<file path="config.mk">
export PLATFORM = sky130hd
export DESIGN_NAME = mem_arbiter_flat
export DESIGN_NICKNAME = d
export VERILOG_FILES = /design/src/rtl/mem_arbiter_if.sv /design/src/rtl/mem_arbiter.sv /design/src/flat_wrapper.sv
export SDC_FILE = /design/constraint.sdc
export NUM_CORES = 1
export LEC_CHECK = 0
export ABC_AREA = 1
export CORE_AREA = 5 5 291 293
export CTS_CLUSTER_SIZE = 40
export DETAILED_ROUTE_END_ITERATION = 10
export DIE_AREA = 0 0 296 298
export MAX_ROUTING_LAYER = met4
export PLACE_DENSITY = 0.41
export SKIP_LAST_GASP = 1
export SYNTH_ARGS = -nofsm -noshare
export SYNTH_HDL_FRONTEND = slang
export SYNTH_SLANG_ARGS = --single-unit
</file>
<file path="constraint.sdc">
create_clock -name clk -period 11 [get_ports clk]
set_input_delay 3.3 -clock clk [delete_from_list [all_inputs] [get_ports clk]]
set_output_delay 3.3 -clock clk [all_outputs]
set_load 0.005 [all_outputs]
</file>
<file path="src/rtl/mem_arbiter_if.sv">
// rtl/mem_arbiter_if.sv - two-requester cache-line bus plus single-port memory bus for mem_arbiter
interface mem_arbiter_if #(
    parameter int ADDR_W = 32,
    parameter int LINE_W = 128
);
    logic              req0;
    logic              we0;
    logic [ADDR_W-1:0] addr0;
    logic [LINE_W-1:0] wdata0;
    logic              gnt0;
    logic              done0;

    logic              req1;
    logic              we1;
    logic [ADDR_W-1:0] addr1;
    logic [LINE_W-1:0] wdata1;
    logic              gnt1;
    logic              done1;

    logic [LINE_W-1:0] rdata;
    logic              busy;

    logic              mem_valid;
    logic              mem_we;
    logic [ADDR_W-1:0] mem_addr;
    logic [LINE_W-1:0] mem_wdata;
    logic              mem_ack;
    logic [LINE_W-1:0] mem_rdata;

    modport slave (
        input  req0, we0, addr0, wdata0,
        input  req1, we1, addr1, wdata1,
        input  mem_ack, mem_rdata,
        output gnt0, done0, gnt1, done1,
        output rdata, busy,
        output mem_valid, mem_we, mem_addr, mem_wdata
    );

    modport master (
        output req0, we0, addr0, wdata0,
        output req1, we1, addr1, wdata1,
        output mem_ack, mem_rdata,
        input  gnt0, done0, gnt1, done1,
        input  rdata, busy,
        input  mem_valid, mem_we, mem_addr, mem_wdata
    );
endinterface

</file>
<file path="src/rtl/mem_arbiter.sv">
// rtl/mem_arbiter.sv - round-robin arbiter of I-cache and D-cache line requests onto one memory port
module mem_arbiter #(
    parameter int ADDR_W = 32,
    parameter int LINE_W = 128
) (
    input  logic          clk,
    input  logic          reset,
    mem_arbiter_if.slave  bus
);

    typedef enum logic {
        IDLE     = 1'b0,
        WAIT_MEM = 1'b1
    } state_t;

    state_t state;
    logic   last_grant;
    logic   cur_port;
    logic   winner;

    // A lone requester always wins; on a tie the port that did not win last time goes.
    always_comb begin
        winner = bus.req1;
        if (bus.req0 && bus.req1) begin
            winner = ~last_grant;
        end
    end

    always_ff @(posedge clk or posedge reset) begin
        if (reset) begin
            state         <= IDLE;
            last_grant    <= 1'b1;
            cur_port      <= 1'b0;
            bus.gnt0      <= 1'b0;
            bus.gnt1      <= 1'b0;
            bus.done0     <= 1'b0;
            bus.done1     <= 1'b0;
            bus.busy      <= 1'b0;
            bus.rdata     <= {LINE_W{1'b0}};
            bus.mem_valid <= 1'b0;
            bus.mem_we    <= 1'b0;
            bus.mem_addr  <= {ADDR_W{1'b0}};
            bus.mem_wdata <= {LINE_W{1'b0}};
        end else begin
            bus.gnt0  <= 1'b0;
            bus.gnt1  <= 1'b0;
            bus.done0 <= 1'b0;
            bus.done1 <= 1'b0;
            case (state)
                IDLE: begin
                    if (bus.req0 || bus.req1) begin
                        state         <= WAIT_MEM;
                        bus.busy      <= 1'b1;
                        bus.mem_valid <= 1'b1;
                        cur_port      <= winner;
                        last_grant    <= winner;
                        bus.gnt0      <= ~winner;
                        bus.gnt1      <= winner;
                        bus.mem_we    <= winner ? bus.we1    : bus.we0;
                        bus.mem_addr  <= winner ? bus.addr1  : bus.addr0;
                        bus.mem_wdata <= winner ? bus.wdata1 : bus.wdata0;
                    end
                end
                WAIT_MEM: begin
                    if (bus.mem_ack) begin
                        state         <= IDLE;
                        bus.busy      <= 1'b0;
                        bus.mem_valid <= 1'b0;
                        bus.done0     <= ~cur_port;
                        bus.done1     <= cur_port;
                        // Writes return no data, so the last read line stays visible.
                        if (!bus.mem_we) begin
                            bus.rdata <= bus.mem_rdata;
                        end
                    end
                end
            endcase
        end
    end

endmodule

</file>
<file path="src/flat_wrapper.sv">
// flat-port wrapper written by rule: the top's interface ports become plain ports
module mem_arbiter_flat 
#(
    parameter int ADDR_W = 32,
    parameter int LINE_W = 128
)
  (clk, reset, bus_req0, bus_we0, bus_addr0, bus_wdata0, bus_req1, bus_we1, bus_addr1, bus_wdata1, bus_mem_ack, bus_mem_rdata, bus_gnt0, bus_done0, bus_gnt1, bus_done1, bus_rdata, bus_busy, bus_mem_valid, bus_mem_we, bus_mem_addr, bus_mem_wdata);
  mem_arbiter_if #(.ADDR_W(ADDR_W), .LINE_W(LINE_W)) bus_i ();
  input  logic clk;
  input  logic reset;
  input wire logic [$bits(bus_i.req0)-1:0] bus_req0;
  input wire logic [$bits(bus_i.we0)-1:0] bus_we0;
  input wire logic [$bits(bus_i.addr0)-1:0] bus_addr0;
  input wire logic [$bits(bus_i.wdata0)-1:0] bus_wdata0;
  input wire logic [$bits(bus_i.req1)-1:0] bus_req1;
  input wire logic [$bits(bus_i.we1)-1:0] bus_we1;
  input wire logic [$bits(bus_i.addr1)-1:0] bus_addr1;
  input wire logic [$bits(bus_i.wdata1)-1:0] bus_wdata1;
  input wire logic [$bits(bus_i.mem_ack)-1:0] bus_mem_ack;
  input wire logic [$bits(bus_i.mem_rdata)-1:0] bus_mem_rdata;
  output wire logic [$bits(bus_i.gnt0)-1:0] bus_gnt0;
  output wire logic [$bits(bus_i.done0)-1:0] bus_done0;
  output wire logic [$bits(bus_i.gnt1)-1:0] bus_gnt1;
  output wire logic [$bits(bus_i.done1)-1:0] bus_done1;
  output wire logic [$bits(bus_i.rdata)-1:0] bus_rdata;
  output wire logic [$bits(bus_i.busy)-1:0] bus_busy;
  output wire logic [$bits(bus_i.mem_valid)-1:0] bus_mem_valid;
  output wire logic [$bits(bus_i.mem_we)-1:0] bus_mem_we;
  output wire logic [$bits(bus_i.mem_addr)-1:0] bus_mem_addr;
  output wire logic [$bits(bus_i.mem_wdata)-1:0] bus_mem_wdata;
  assign bus_i.req0 = bus_req0;
  assign bus_i.we0 = bus_we0;
  assign bus_i.addr0 = bus_addr0;
  assign bus_i.wdata0 = bus_wdata0;
  assign bus_i.req1 = bus_req1;
  assign bus_i.we1 = bus_we1;
  assign bus_i.addr1 = bus_addr1;
  assign bus_i.wdata1 = bus_wdata1;
  assign bus_i.mem_ack = bus_mem_ack;
  assign bus_i.mem_rdata = bus_mem_rdata;
  assign bus_gnt0 = bus_i.gnt0;
  assign bus_done0 = bus_i.done0;
  assign bus_gnt1 = bus_i.gnt1;
  assign bus_done1 = bus_i.done1;
  assign bus_rdata = bus_i.rdata;
  assign bus_busy = bus_i.busy;
  assign bus_mem_valid = bus_i.mem_valid;
  assign bus_mem_we = bus_i.mem_we;
  assign bus_mem_addr = bus_i.mem_addr;
  assign bus_mem_wdata = bus_i.mem_wdata;
  mem_arbiter #(.ADDR_W(ADDR_W), .LINE_W(LINE_W)) u_core (.clk(clk), .reset(reset), .bus(bus_i));
endmodule
</file>
Yosys cells after proc, flatten, opt, wreduce, memory -nomap -nowiden:

Cells that the tools add are included.

* equality and inequality tests: 2
* muxes and demuxes: 18
* bitwise operators: 5
* reduce and logical (&&, ||, !) cells: 5

Operators by type and width (count)
* 128-bit 2-to-1 mux: 1
* 32-bit 2-to-1 mux: 1
* 1-bit 2-to-1 mux: 14
* 1-bit NOT: 5
* 1-bit case mux with 2 select lines: 2
* 2-bit AND reduction: 2
* 3-bit AND reduction: 1
* 2-bit by 1-bit != test with 1-bit output (second input constant): 1
* 2-bit != test (second input constant): 1
* 1-bit logical AND: 1
* 1-bit logical OR: 1

* register bits: 297
* output and inout bits: 295
* logic and storage cells: 42

Depth between registers and ports, before layout:

* word-level depth: 5
* depth in mapped cells: 7
* depth with buffers taken out: 5

Least setup slack after synthesis:

Ideal clock, no wire load.

* kind: in2reg
* start: input bus_req1
* end: register u_core.bus.mem_addr[10]
* setup time: 0.069 ns
* data arrival time: 4.189 ns
* required time: 10.931 ns
* setup slack: 6.741 ns
* stages: 7
* path buffers: 3
* cell sequence: buf_2 nor2_2 nor2_4 buf_2 buf_2 nand3_1 nand3_1

* cells in the longest elaborated chain, start to end: 3

Ends and longest elaborated chain
* from (decl): line flat_wrapper.sv:15 `input wire logic [$bits(bus_i.req1)-1:0] bus_req1;`
* 1-bit logical AND: line mem_arbiter.sv:24 `if (bus.req0 && bus.req1) begin`
* 1-bit 2-to-1 mux: line mem_arbiter.sv:24
* 32-bit 2-to-1 mux: line mem_arbiter.sv:60 `bus.mem_addr <= winner ? bus.addr1 : bus.addr0;`
* to (signal assigned): line mem_arbiter.sv:42 `bus.mem_addr <= {ADDR_W{1'b0}};`
* to (signal assigned): line mem_arbiter.sv:60
* to (decl): line mem_arbiter_if.sv:36 `output mem_valid, mem_we, mem_addr, mem_wdata`

Several ways; a longest one is shown, not always the timed one.
A chain may end at the register's enable or synchronous reset.

Final worst setup path:

* start: input bus_req0
* end: register u_core.bus.mem_addr[29]

* cells in the longest elaborated chain, start to end: 3

Ends and longest elaborated chain
* from (decl): line flat_wrapper.sv:11 `input wire logic [$bits(bus_i.req0)-1:0] bus_req0;`
* 1-bit logical AND: line mem_arbiter.sv:24
* 1-bit 2-to-1 mux: line mem_arbiter.sv:24
* 32-bit 2-to-1 mux: line mem_arbiter.sv:60

Several ways; a longest one is shown, not always the timed one.

==> summary.txt <==
Result of the run: finished, final reports clean
Post-route total power: 4.42 mW
Horizontal die dimension: 296 um
Required time worst endpoint: 11,470 ps
Number of global-route vias before repair: 14,710
Deepest clock path buffer count: 3
Routed Wire Length: 68,300 um
Starting density of the core: 16.4%
TritonCTS Buffers: 40
Net count after synthesis: 1,981
Worst flop-to-flop path endpoint: u_core.bus.mem_addr[29]
Slew margin rel.: 26.9%
Slowest cell on the critical path: sky130_fd_sc_hd__buf_4
Power per unit of standard cell area: 192 mW/mm^2
Leakage: 10.1 nW
Synthesized instance count: 1,526
Kind of critical path: in -> reg
Sequential element share of the synthesized area: 55.6%
Setup repair after global routing missed its margin: no
Core region area: 0.0816 mm^2
DIE AREA: 0.0882 mm^2
Wire length of the first global-routing pass: 98,900 um
Critical Path AT: 6280 ps
Combined buffer and inverter count along the critical path: 3
Delay of the slowest cell on the worst path: 780 ps
CTS Sinks: 297
Syn Area/Cell: 8.76 um^2
Ranking of synthesized cells by instance count: sky130_fd_sc_hd__nand2_1, sky130_fd_sc_hd__nand3_1, sky130_fd_sc_hd__dfrtp_1
Post-synthesis cell area: 0.0134 mm^2
Initial DRC count: 551
Via count: 13,750
Overall global routing resource usage: 15.1%
Max-cap violation count: 0
Setup violations, final: 0
Synth top area cells: sky130_fd_sc_hd__dfrtp_1, sky130_fd_sc_hd__nand3_1, sky130_fd_sc_hd__nand2_1, sky130_fd_sc_hd__nand4_1, sky130_fd_sc_hd__inv_1
HPWL after detailed placement: 48,300 um
Fin crit share: 52.9%
Port-buffer cells: 749
CTS tree: done
P&R area growth vs syn: 72.3%
Number of remaining DRC errors: 0
Number of gates given a new drive strength after cts: 0
Total overflow reported by the global router: 0
Worst hold path startpoint: u_core.cur_port
Chip height: 298 um
Peak fanout along the critical path: 81
Maximum clock frequency: 172 MHz
#FFs+latches synth: 297
Clk_skew: 17.2 ps
Unique cell type count in the Yosys netlist: 21
Worst reg2reg path startpoint: u_core.last_grant
# Post-CTS Setup Buffers: 0
Layout net count: 2,653
Cell type with the largest total area after synthesis: sky130_fd_sc_hd__dfrtp_1
Startpoint type of the worst setup path: primary input
Final-report hold violation count: 0
Via-to-Cell Ratio: 4.15
Number of nets with antenna violations after routing: 0
Main flop type after synthesis: sky130_fd_sc_hd__dfrtp_1
Last weighted congestion value of the routability-driven placer: 0.801
Drt pass-1 iters: 5
Nature of the critical path endpoint: flip-flop
Share of Yosys cell area claimed by the top area cell type: 55.4%
Min-delay worst type: reg -> reg
Family with the most delay on the worst path: buffers and inverters
Cells on worst reg2reg path: 5
Wire length per cell: 20.6 um
Number of pins with negative max-slew slack in the final report: 0
Async set-or-reset flop fraction in the synthesized netlist: 100%
Shortest clock period the worst path allows after layout: 5820 ps
Minimum setup slack among reg-to-reg paths: 8160 ps
Skew-Pair Late Insertion Delay: 550 ps
Worst hold endpoint: u_core.bus.done0
Share of cells above drive strength 1: 5.11%
Largest net degree at the start of global routing: 196
CTS Hold Bufs: 0
Std-Cell Rows: 105
Clock transition time at the flip-flop clock pins of the worst setup and hold paths: 60 ps
Number of flops mapped to enable cells by yosys: 0
Count of synthesis-stage warnings from yosys: 0
Final total negative setup slack: 0 ps
Number of instances on the worst hold path: 1
Maximum ir drop on the vdd rail: 0.0778 mV
CP cell instances: clkdlybuf4s50_1 > nand2_4 > buf_4 > buf_4 > nand4_1 > nand3_1
Initial antenna violation count: 21
Depth of the CTS H-tree: 2
Clock root buffer: sky130_fd_sc_hd__clkbuf_16
Actual slew at the worst max-slew pin: 1100 ps
Most Frequent Cell on Critical Path: sky130_fd_sc_hd__buf_4
Most numerous cell in the Yosys netlist: sky130_fd_sc_hd__nand2_1
I/O pins: 750
[state kept, by name, indices dropped and copies added, names as in the netlist]
name	flops
u_core.bus.busy	1
u_core.bus.done0	1
u_core.bus.done1	1
u_core.bus.gnt0	1
u_core.bus.gnt1	1
u_core.bus.mem_addr	32
u_core.bus.mem_wdata	128
u_core.bus.mem_we	1
u_core.bus.rdata	128
u_core.cur_port	1
u_core.last_grant	1
u_core.state	1
[per-layer routing]
layer | wire [um] | GRT usage [%]
met1 | 26200 | 16.7
met2 | 32900 | 25.1
met3 | 7340 | 6.02
met4 | 1850 | 4.47
met5 | 0 | -
[power breakdown]
group / leakage, nW / switching [mW] / total (mW) / internal (mW)
registers: 3.65 / 0.190 / 1.60 / 1.41
clock network: 0.662 / 0.542 / 1.34 / 0.795
logic: 5.81 / 0.639 / 1.49 / 0.847
[placed cells by master, fill, tap and decap left out, types with 3 or more instances in the layout]
cell type	instances
sky130_fd_sc_hd__clkbuf_1	7
sky130_fd_sc_hd__o21ai_2	24
sky130_fd_sc_hd__o21ai_1	96
sky130_fd_sc_hd__buf_4	10
sky130_fd_sc_hd__nand3b_1	23
sky130_fd_sc_hd__clkbuf_16	42
sky130_fd_sc_hd__o21ai_0	9
sky130_fd_sc_hd__nor2_1	6
sky130_fd_sc_hd__inv_1	155
sky130_fd_sc_hd__clkbuf_8	11
sky130_fd_sc_hd__clkinv_2	9
sky130_fd_sc_hd__nand3_1	299
sky130_fd_sc_hd__diode_2	15
sky130_fd_sc_hd__dfrtp_1	296
sky130_fd_sc_hd__nand4_1	138
sky130_fd_sc_hd__nand2_1	337
sky130_fd_sc_hd__clkdlybuf4s50_1	748
sky130_fd_sc_hd__buf_12	3
sky130_fd_sc_hd__clkinvlp_4	3
[per-stage QoR]
step	worst slack (ps)	std cells	hold WS [ps]	cell area (um^2)	util, %
after floorplan	3760	1526	402	13400	-
after global placement	4670	3226	434	21600	26.5
after detailed placement	4640	3226	435	21600	26.5
after CTS	5230	3299	439	23000	28.2
after global routing	5050	3314	472	23000	28.2
final	5180	3314	434	23000	28.2
[area by class of cell]
cell class,count,area [um^2]
fillers,8650,58600
repair buffers,762,7630
flip-flops and latches,297,7430
multi-input cells,940,4640
well taps,1070,1340
clock buffers,60,1230
inverters,157,596
clock inverters,13,106
diodes,15,37.5
[cells by family (layout without fill, tap and decap cells)]
group | Yosys count | count (layout) | synth area share (%)
AO/OA/AOI/OAI | 131 | 131 | 5.58
buffers and inverters | 289 | 992 | 9.89
flip-flops | 297 | 297 | 55.6
other | 0 | 15 | 0
AND/OR/NAND/NOR | 809 | 809 | 28.9
[how the worst max path moves through the flow]
stage          startpoint                   endpoint  cells after the start
2_1_floorplan       reset            u_core.bus.busy                      1
3_3_place_gp     bus_req0  u_core.bus.mem_wdata[122]                      7
3_5_place_dp     bus_req0   u_core.bus.mem_wdata[49]                      6
4_1_cts          bus_req0   u_core.bus.mem_wdata[49]                      6
5_1_grt          bus_req0   u_core.bus.mem_wdata[32]                      6
6_report         bus_req0    u_core.bus.mem_addr[29]                      6
No activity file was read; power rests on OpenSTA's default activity.
